## config.mk

```make
export PLATFORM = sky130hd
export DESIGN_NAME = u_ex_stage
export DESIGN_NICKNAME = d
export VERILOG_FILES = /design/src/rtl/u_ex_stage.sv
export SDC_FILE = /design/constraint.sdc
export NUM_CORES = 1
export LEC_CHECK = 0
export CORE_AREA = 2 2 154 156
export CTS_BUF_LIST = sky130_fd_sc_hd__clkbuf_8
export CTS_CLUSTER_DIAMETER = 100
export DETAILED_ROUTE_END_ITERATION = 8
export DIE_AREA = 0 0 156 158
export PLACE_DENSITY = 0.67
export SLEW_MARGIN = 10
export SYNTH_ARGS = -nofsm -noshare
export SYNTH_HDL_FRONTEND = slang
export SYNTH_SLANG_ARGS = --single-unit
```

## constraint.sdc

```tcl
create_clock -name clk -period 4.3 [get_ports clk]
set_clock_uncertainty 0.2 [all_clocks]
set_input_delay 0.86 -clock clk [delete_from_list [all_inputs] [get_ports clk]]
set_output_delay 0.86 -clock clk [all_outputs]
set_load 0.02 [all_outputs]
```

## src/rtl/u_ex_stage.sv

```systemverilog
// ----------------------------------------------------------------------------
// u_ex_stage -- execute-stage pipeline slice of the RV32I core.
//
// Accepts a decoded instruction from decode (in_valid/in_ready), applies
// writeback forwarding to both source operands, selects the u_alu operands,
// registers the ALU result into the EX/MEM register (out_valid/out_ready),
// and resolves branches/jumps into a single-cycle fetch redirect.
//
// Ports:
//   clk, rst_n          clock (rising edge), asynchronous active-low reset
//   in_*                decoded instruction + handshake from decode
//   flush               squash EX/MEM contents and block accept
//   fwd_we/rd/data      writeback forwarding source
//   alu_op/i1/i2        combinational drive to u_alu
//   alu_o               result from u_alu
//   out_*               EX/MEM register + handshake to MEM
//   redirect_valid/pc   one-cycle fetch redirect
// ----------------------------------------------------------------------------
module u_ex_stage #(
    parameter logic [31:0] RESET_PC = 32'h0000_0000
) (
    input  logic        clk,
    input  logic        rst_n,

    input  logic        in_valid,
    output logic        in_ready,
    input  logic [31:0] in_pc,
    input  logic [31:0] in_rs1_data,
    input  logic [31:0] in_rs2_data,
    input  logic [4:0]  in_rs1,
    input  logic [4:0]  in_rs2,
    input  logic [31:0] in_imm,
    input  logic [3:0]  in_alu_op,
    input  logic        in_sel_i1,
    input  logic        in_sel_i2,
    input  logic [4:0]  in_rd,
    input  logic        in_rd_we,
    input  logic [2:0]  in_br_type,

    input  logic        flush,

    input  logic        fwd_we,
    input  logic [4:0]  fwd_rd,
    input  logic [31:0] fwd_data,

    output logic [3:0]  alu_op,
    output logic [31:0] alu_i1,
    output logic [31:0] alu_i2,
    input  logic [31:0] alu_o,

    output logic        out_valid,
    input  logic        out_ready,
    output logic [31:0] out_result,
    output logic [31:0] out_store_data,
    output logic [4:0]  out_rd,
    output logic        out_rd_we,

    output logic        redirect_valid,
    output logic [31:0] redirect_pc
);

    typedef enum logic [2:0] {
        BR_NONE = 3'b000,
        BR_BEQ  = 3'b001,
        BR_BNE  = 3'b010,
        BR_BLT  = 3'b011,
        BR_BGE  = 3'b100,
        BR_BLTU = 3'b101,
        BR_BGEU = 3'b110,
        BR_JUMP = 3'b111
    } br_type_e;

    logic [31:0] op1;
    logic [31:0] op2;
    br_type_e    br_type;
    logic        is_jump;
    logic        cmp_eq;
    logic        cmp_lt;
    logic        cmp_ltu;
    logic        taken;
    logic        accept;

    logic        out_valid_q,      out_valid_d;
    logic [31:0] out_result_q,     out_result_d;
    logic [31:0] out_store_data_q, out_store_data_d;
    logic [4:0]  out_rd_q,         out_rd_d;
    logic        out_rd_we_q,      out_rd_we_d;
    logic        redirect_valid_q, redirect_valid_d;
    logic [31:0] redirect_pc_q,    redirect_pc_d;

    // Writeback forwarding; x0 is hard-wired zero and never forwarded.
    always_comb begin
        op1 = in_rs1_data;
        op2 = in_rs2_data;
        if (fwd_we && (fwd_rd == in_rs1) && (in_rs1 != 5'd0)) op1 = fwd_data;
        if (fwd_we && (fwd_rd == in_rs2) && (in_rs2 != 5'd0)) op2 = fwd_data;
    end

    // ALU drive is unconditional so u_alu sees a stable input every cycle.
    assign alu_op = in_alu_op;
    assign alu_i1 = in_sel_i1 ? in_pc  : op1;
    assign alu_i2 = in_sel_i2 ? in_imm : op2;

    // Branch compare runs on the forwarded operands, not on the ALU inputs,
    // since branches use the ALU to compute the target (pc+imm).
    assign br_type = br_type_e'(in_br_type);
    assign is_jump = (br_type == BR_JUMP);
    assign cmp_eq  = (op1 == op2);
    assign cmp_lt  = ($signed(op1) < $signed(op2));
    assign cmp_ltu = (op1 < op2);

    always_comb begin
        taken = 1'b0;
        case (br_type)
            BR_NONE: taken = 1'b0;
            BR_BEQ:  taken = cmp_eq;
            BR_BNE:  taken = !cmp_eq;
            BR_BLT:  taken = cmp_lt;
            BR_BGE:  taken = !cmp_lt;
            BR_BLTU: taken = cmp_ltu;
            BR_BGEU: taken = !cmp_ltu;
            BR_JUMP: taken = 1'b1;
            default: taken = 1'b0;
        endcase
    end

    assign in_ready = !flush && (!out_valid_q || out_ready);
    assign accept   = in_valid && in_ready;

    // EX/MEM next state: flush > accept > drain > hold.
    always_comb begin
        out_valid_d      = out_valid_q;
        out_result_d     = out_result_q;
        out_store_data_d = out_store_data_q;
        out_rd_d         = out_rd_q;
        out_rd_we_d      = out_rd_we_q;
        if (flush) begin
            out_valid_d = 1'b0;
        end else if (accept) begin
            out_valid_d      = 1'b1;
            out_result_d     = is_jump ? (in_pc + 32'd4) : alu_o;
            out_store_data_d = op2;
            out_rd_d         = in_rd;
            // Conditional branches never write rd; jumps write the link.
            out_rd_we_d      = in_rd_we && ((br_type == BR_NONE) || is_jump);
        end else if (out_valid_q && out_ready) begin
            out_valid_d = 1'b0;
        end
    end

    // Redirect pulses only on the accepting cycle, so backpressure on the
    // EX/MEM register cannot stretch it.
    always_comb begin
        redirect_valid_d = accept && taken;
        redirect_pc_d    = redirect_pc_q;
        if (accept && taken) begin
            redirect_pc_d = is_jump ? {alu_o[31:1], 1'b0} : alu_o;
        end
    end

    always_ff @(posedge clk or negedge rst_n) begin
        if (!rst_n) begin
            out_valid_q      <= 1'b0;
            out_result_q     <= '0;
            out_store_data_q <= '0;
            out_rd_q         <= '0;
            out_rd_we_q      <= 1'b0;
            redirect_valid_q <= 1'b0;
            redirect_pc_q    <= RESET_PC;
        end else begin
            out_valid_q      <= out_valid_d;
            out_result_q     <= out_result_d;
            out_store_data_q <= out_store_data_d;
            out_rd_q         <= out_rd_d;
            out_rd_we_q      <= out_rd_we_d;
            redirect_valid_q <= redirect_valid_d;
            redirect_pc_q    <= redirect_pc_d;
        end
    end

    assign out_valid      = out_valid_q;
    assign out_result     = out_result_q;
    assign out_store_data = out_store_data_q;
    assign out_rd         = out_rd_q;
    assign out_rd_we      = out_rd_we_q;
    assign redirect_valid = redirect_valid_q;
    assign redirect_pc    = redirect_pc_q;

endmodule

```

Word-level counts from Yosys, hierarchy flattened --
Cells that the tools add are included.
Operators by class: reduce and logical (&&, ||, !) cells 21, $lt $le $gt $ge 2, eq/ne operators 10, div/mod/pow operators 0, bitwise operators 1, multipliers 0, shifts and indexed selects 0, add/sub/neg operators 1, muxes and demuxes 10
Operators by type and width (count):
- $mux 32 | 5
- $lt 32x32->1 | 2
- $add 32x3->32 const B | 1
- $eq 32x32->1 | 1
- $eq 3x3->1 const B | 4
- $eq 5x5->1 | 2
- $reduce_bool 5->1 | 2
- $logic_and 1x1->1 | 9
- $pmux 1 s8 | 1
- $eq 3x2->1 const B | 2
- $logic_not 1->1 | 5
- $mux 1 | 4
- $eq 3x1->1 const B | 1
- $logic_not 3->1 | 1
- $reduce_bool 3->1 | 1
- $logic_or 1x1->1 | 2
- $reduce_and 2->1 | 1
- $not 1->1 | 1
Storage, ports and cells: bits in writable memories 0, flip-flop bits (word level) 104, bits in read-only memories 0, input port bits 228, latch bits 0, word-level logic and storage cells 52, output and inout port bits 173, memories 0

Logic depth before layout (Yosys ltp) --
Gate-level depths: netlist of run 1.
word-level depth 8, gate-level depth with buffers 20, gate-level depth less buffers 16

Least setup slack after synthesis of run 1 --
OpenSTA, ideal clock, no wires.
path kind input to register, from in fwd_rd[4], to reg redirect_pc_q[0] (netlist: redirect_pc[0]), stages on the path 19, required time 3.975 ns, buffers on the path 4, arrival time 4.800 ns, path slack -0.825 ns, setup time 0.125 ns, cells stage by stage nor3_1 -> a21oi_1 -> nor4_1 -> and3_1 -> clkbuf_1 -> buf_1 -> mux2_1 -> ha_1 -> a21oi_1 -> o21ai_1 -> a221oi_1 -> o211ai_2 -> a21oi_2 -> mux2_1 -> a211oi_1 -> a21o_1 -> buf_6 -> buf_12 -> mux2_4
On the way: cells in the longest elaborated chain, start to end 8, elaborated cells on any way between the ends 16, classes of those cells order compare (2); eq/ne (3); mux (3); reduce/logical (8)
Ends and longest elaborated chain:
- start, declared | RTL line 43 | input logic [4:0] fwd_rd,
- $eq 5x5->1 (on tied branches) | RTL line 95, 96
- $logic_and 1x1->1 (on tied branches) (2 in series) | RTL line 95, 96
- $mux 32 (on tied branches) | RTL line 95, 96
- $lt 32x32->1 (tied with other cells) | RTL line 110 | assign cmp_ltu = (op1 < op2);
- $logic_not 1->1 (on tied branches) | RTL line 121, 117, 119
- $pmux 1 s8 * | RTL line 114 | case (br_type)
- $logic_and 1x1->1 * | RTL line 156 | if (accept && taken) begin
- end signal, assigned | RTL line 177 | redirect_pc_q <= redirect_pc_d;
- end, declared | RTL line 89 | logic [31:0] redirect_pc_q, redirect_pc_d;
Mark *: on every way between the ends. The rest lies on a longest branch, timed or not. A chain may end at the register's enable or synchronous reset.

Final worst setup path of run 1 --
from in in_rs1[3], to reg redirect_pc_q[16] (netlist: redirect_pc[16])
On the way: cells in the longest elaborated chain, start to end 8, elaborated cells on any way between the ends 13, classes of those cells order compare (2); eq/ne (2); mux (2); reduce/logical (7)
Ends and longest elaborated chain:
- start, declared | RTL line 30 | input logic [4:0] in_rs1,
- $eq 5x5->1 | RTL line 95 | if (fwd_we && (fwd_rd == in_rs1) && (in_rs1 != 5'd0)) op1 = fwd_data;
- $logic_and 1x1->1 | RTL line 95
- $logic_and 1x1->1 * | RTL line 95
- $mux 32 * | RTL line 95
- $lt 32x32->1 (tied with other cells) | RTL line 110
- $logic_not 1->1 (on tied branches) | RTL line 121, 117, 119
- $pmux 1 s8 * | RTL line 114
- $logic_and 1x1->1 * | RTL line 156
Marked as above.

==> impl_results.md, run 1 <==
* Startpoint types: input port
* Worst R2R Start: out_valid
* Pwr Density at about 280 nW/um2
* WL final at 29900 um
* Layout cells sized above 1 at around a quarter
* Power Total at 3740 uW
* Skew-Pair Late Insertion Delay at ~0.37 ns
* Critical Path Max Stage Delay at around 0.33 ns
* CTS root buffer: clkbuf_8
* Placed cells at 1480
* WP data arrival at between 4 and 5 ns
* Reg clk slew, reported paths at roughly 0.1 ns
* Die Wd at 156 um
* Setup slack after layout at -0.384 ns
* Core area at around 23000 um2
* TritonRoute pass-1 iters at 5
* Status: finished with violations
* Final cell count without fillers at 1523
* Initial antenna violation count at 0
* Syn Inst Count at 736
* Yosys reg bits at 104
* # hold bufs at CTS at 0
* Hold Startpoint: out_result[13]
* Element type at the critical path end: register
* Final hold violations at 0
* HPWL Detailed at between 20000 and 25000 um
* Post-route clock period utilization at 109%
* Max Cap Violations at 0
* CP max stage cell: mux2_4
* Final Max Slew Viols at 0
* Largest net degree at the start of global routing at approximately 110
* Initial Utilization at 31.1%
* Worst path required time at between 4 and 5 ns
* Cell Rows at 56
* ANT nets after route at 0
* Maximum clock rate at around 210 MHz
* Worst path most repeated cell: buf_4
* Post-layout min period at 4.68 ns
* Syn nets at 997
* Vias at 7337
* Post-Synthesis Cell Area at 7180 um2
* Endpoints failing setup at 33
* Lkg Pwr at 0.00593 uW
* DRT iter0 DRCs at 243
* Crit path kind: input port to register
* Critical path origin: in_rs1[3]
* Worst Max-Slew Pin Slew at roughly 1 ns
* Synth unique cells at 44
* RSZ-0062 raised after global routing: true
* Vias/cell at 4.82
* Final #Nets at ~1500
* GRT Util Overall at 23.2%
* Worst Hold Class: register to register
* First-pass GRT wire length at 43600 um
* Max VDD drop at 117 uV
* Die height at 158 um
* Drc violations at 0
* Die ar. at 24600 um2
* Sequential share of the synthesized area at 36.3%
* Via count of the first global-routing pass at 7569
* CP bufs+invs at 7
* Slew HR at 33.2%
* GRT overflow at 0
* Failing checks: negative setup slack
* Synth warnings at 0
* Max Root-Sink Buffers at 2
* IO Port Bufs at roughly 400
* Antenna diode count at 0
* CTS H-Tree Depth at 3
* Total CTS buffers at 9
* RD Place Congestion at 0.903
* CTS Sinks at roughly 100
* Family with the most delay on the worst path: buffers and inverters
* Boundary pin count at 401
* Syn_area_per_cell at 9.75 um2
* WL/cell at about 20 um
* Critical path, cell by cell: buf_8, nor4_4, nor3_2, a21oi_1, nor4_2, and3_4, buf_12, buf_16, mux2_4, ha_4, nand4_1, buf_4, buf_4, nor4_4, a21oi_2, buf_4, xor2_1, a221o_1, a21o_4, buf_16, mux2_4
* CTS tree: done
* Synth-to-layout area growth at 87.3%
* Worst-path maximum fanout at 8
==> final cells by class <==
class,instances,area (um2)
multi-input cells,552,4930
repair buffers,526,5220
fillers,1981,9610
clock buffers,10,138
flip-flops and latches,104,2600
clock inverters,6,61.3
well taps,290,363
inverters,35,131
==> synth_stat cells <==
cell / number / share of area (%)
dfrtp_1: 104 / 36
nand2_1: 84 / 4.4
mux2i_1: 67 / 9.3
a21oi_1: 47 / 3.3
nor2_1: 40 / 2.1
o21ai_1: 39 / 2.7
mux2_2: 38 / 6.0
mux2_1: 35 / 5.5
inv_1: 34 / 1.8
ha_1: 33 / 5.8
o21ai_0: 30 / 2.1
mux2_4: 29 / 6.1
clkbuf_1: 27 / 1.4
xor2_1: 25 / 3.1
nand3_1: 18 / 1.3
nand4_1: 12 / 1.0
xnor2_1: 11 / 1.3
and3_1: 9 / 0.78
buf_1: 6 / 0.31
nor4_1: 6 / 0.52
nor3_1: 5 / 0.35
buf_2: 4 / 0.28
buf_4: 4 / 0.42
nor2b_1: 4 / 0.35
buf_12: 3 / 0.84
a211oi_1: 2 / 0.21
and4_1: 2 / 0.24
o211ai_1: 2 / 0.21
a2111o_1: 1 / 0.16
a21o_1: 1 / 0.10
a21oi_2: 1 / 0.12
a221o_1: 1 / 0.14
a221oi_1: 1 / 0.12
a22oi_1: 1 / 0.10
and2_1: 1 / 0.087
buf_6: 1 / 0.16
inv_2: 1 / 0.052
nand4_2: 1 / 0.17
nor3_2: 1 / 0.14
nor3b_1: 1 / 0.10
nor4_4: 1 / 0.30
o211ai_2: 1 / 0.17
o31ai_1: 1 / 0.10
or3_1: 1 / 0.087
==> layer usage <==
metal | part of all wire (%) | routed length, um | GRT usage [%]
met5 | 0 | 0 | 0
met2 | 50 | 15000 | 40.5
met1 | 42 | 12500 | 28.7
met3 | 5.7 | 1690 | 5.01
met4 | 2.5 | 755 | 7.47
==> state kept, by name, indices dropped and copies added, names as in the netlist <==
name and cells:
out_rd_we 1, out_valid 1, out_store_data 32, redirect_pc 32, out_result 32, redirect_valid 1
out_rd 5
==> power breakdown <==
group | internal [uW] | switching, uW
Sequential | 1170 | 112
Clock | 242 | 414
Combinational | 984 | 822
==> repair_timing <==
item | CTS | global route
pin swaps | 22 | 29
endpoints found under the setup margin | 97 | 67
buffers inserted | 17 | 7
gates resized for setup | 140 | 85
cloned | 6 | 0
==> per-stage QoR <==
step                      cell area [um2]  setup TNS [ns]  util, %  worst slack (ns)  hold slack, ns
after CTS                           13000          -13.06     56.6            -0.422           0.295
after global placement              12400          -59.86     53.6             -1.15           0.263
after global routing                13400          -16.49     58.3            -0.522           0.312
after floorplan                      7490           -9.53        -            -0.308           0.364
after detailed placement            12400          -62.25     53.6             -1.21           0.269
final                               13400          -11.84     58.3            -0.384           0.292
==> cell usage in the layout, fill, tap and decap left out, types with 15 or more instances in the layout <==
cell               n
mux2_2            42
xor2_1            25
ha_4              18
o21ai_0           30
mux2i_1           37
dlymetal6s2s_1    20
mux2_1            15
mux2_4            45
clkdlybuf4s50_1  328
a21oi_1           43
mux2i_4           21
nand2_1           83
nor2_1            40
nand3_1           17
dlygate4sd2_1     25
o21ai_1           38
inv_1             33
dfrtp_1          104
buf_4            111
==> worst reg2reg max path: cells and delay by family, from the launching register on <==
family / cells / cell delay, ns
AND/OR/NAND/NOR: 3 / 0.60
flip-flops: 1 / 0.39
AO/OA/AOI/OAI: 1 / 0.36
multiplexers: 1 / 0.29
buffers and inverters: 1 / 0.19
==> logic make-up (layout without fill, tap and decap cells) <==
group | Yosys count | in the layout | synth area share [%]
fa+ha+maj | 33 | 33 | 5.75
compound gates | 128 | 128 | 9.54
flops | 104 | 104 | 36.3
buf+inv | 80 | 577 | 5.25
simple gates | 186 | 186 | 11.9
xor+xnor | 36 | 36 | 4.39
mux | 169 | 169 | 26.9
==> worst paths after layout <==
path	endpoint	slack, ns	cells past startpoint
max in group asynchronous	out_result[1]	2.62	2
worst max-delay path	redirect_pc[16]	-0.38	21
worst max register to register	redirect_pc[16]	2.17	6
worst min-delay path	out_result[13]	0.29	2
worst min register to register	out_result[13]	0.29	2
min in group asynchronous	out_result[27]	0.43	1
(Power assumes the default switching activity.)
==> run 2: changes to the inputs <==
--- a/config.mk
+++ b/config.mk
@@ -10,6 +10,7 @@
 export CTS_CLUSTER_DIAMETER = 100
 export DETAILED_ROUTE_END_ITERATION = 8
 export DIE_AREA = 0 0 156 158
+export HOLD_SLACK_MARGIN = 0.12
 export PLACE_DENSITY = 0.67
 export SLEW_MARGIN = 10
 export SYNTH_ARGS = -nofsm -noshare
==> results of run 2 <==
No change in the layout: final DEF, timing and power equal those of run 1.
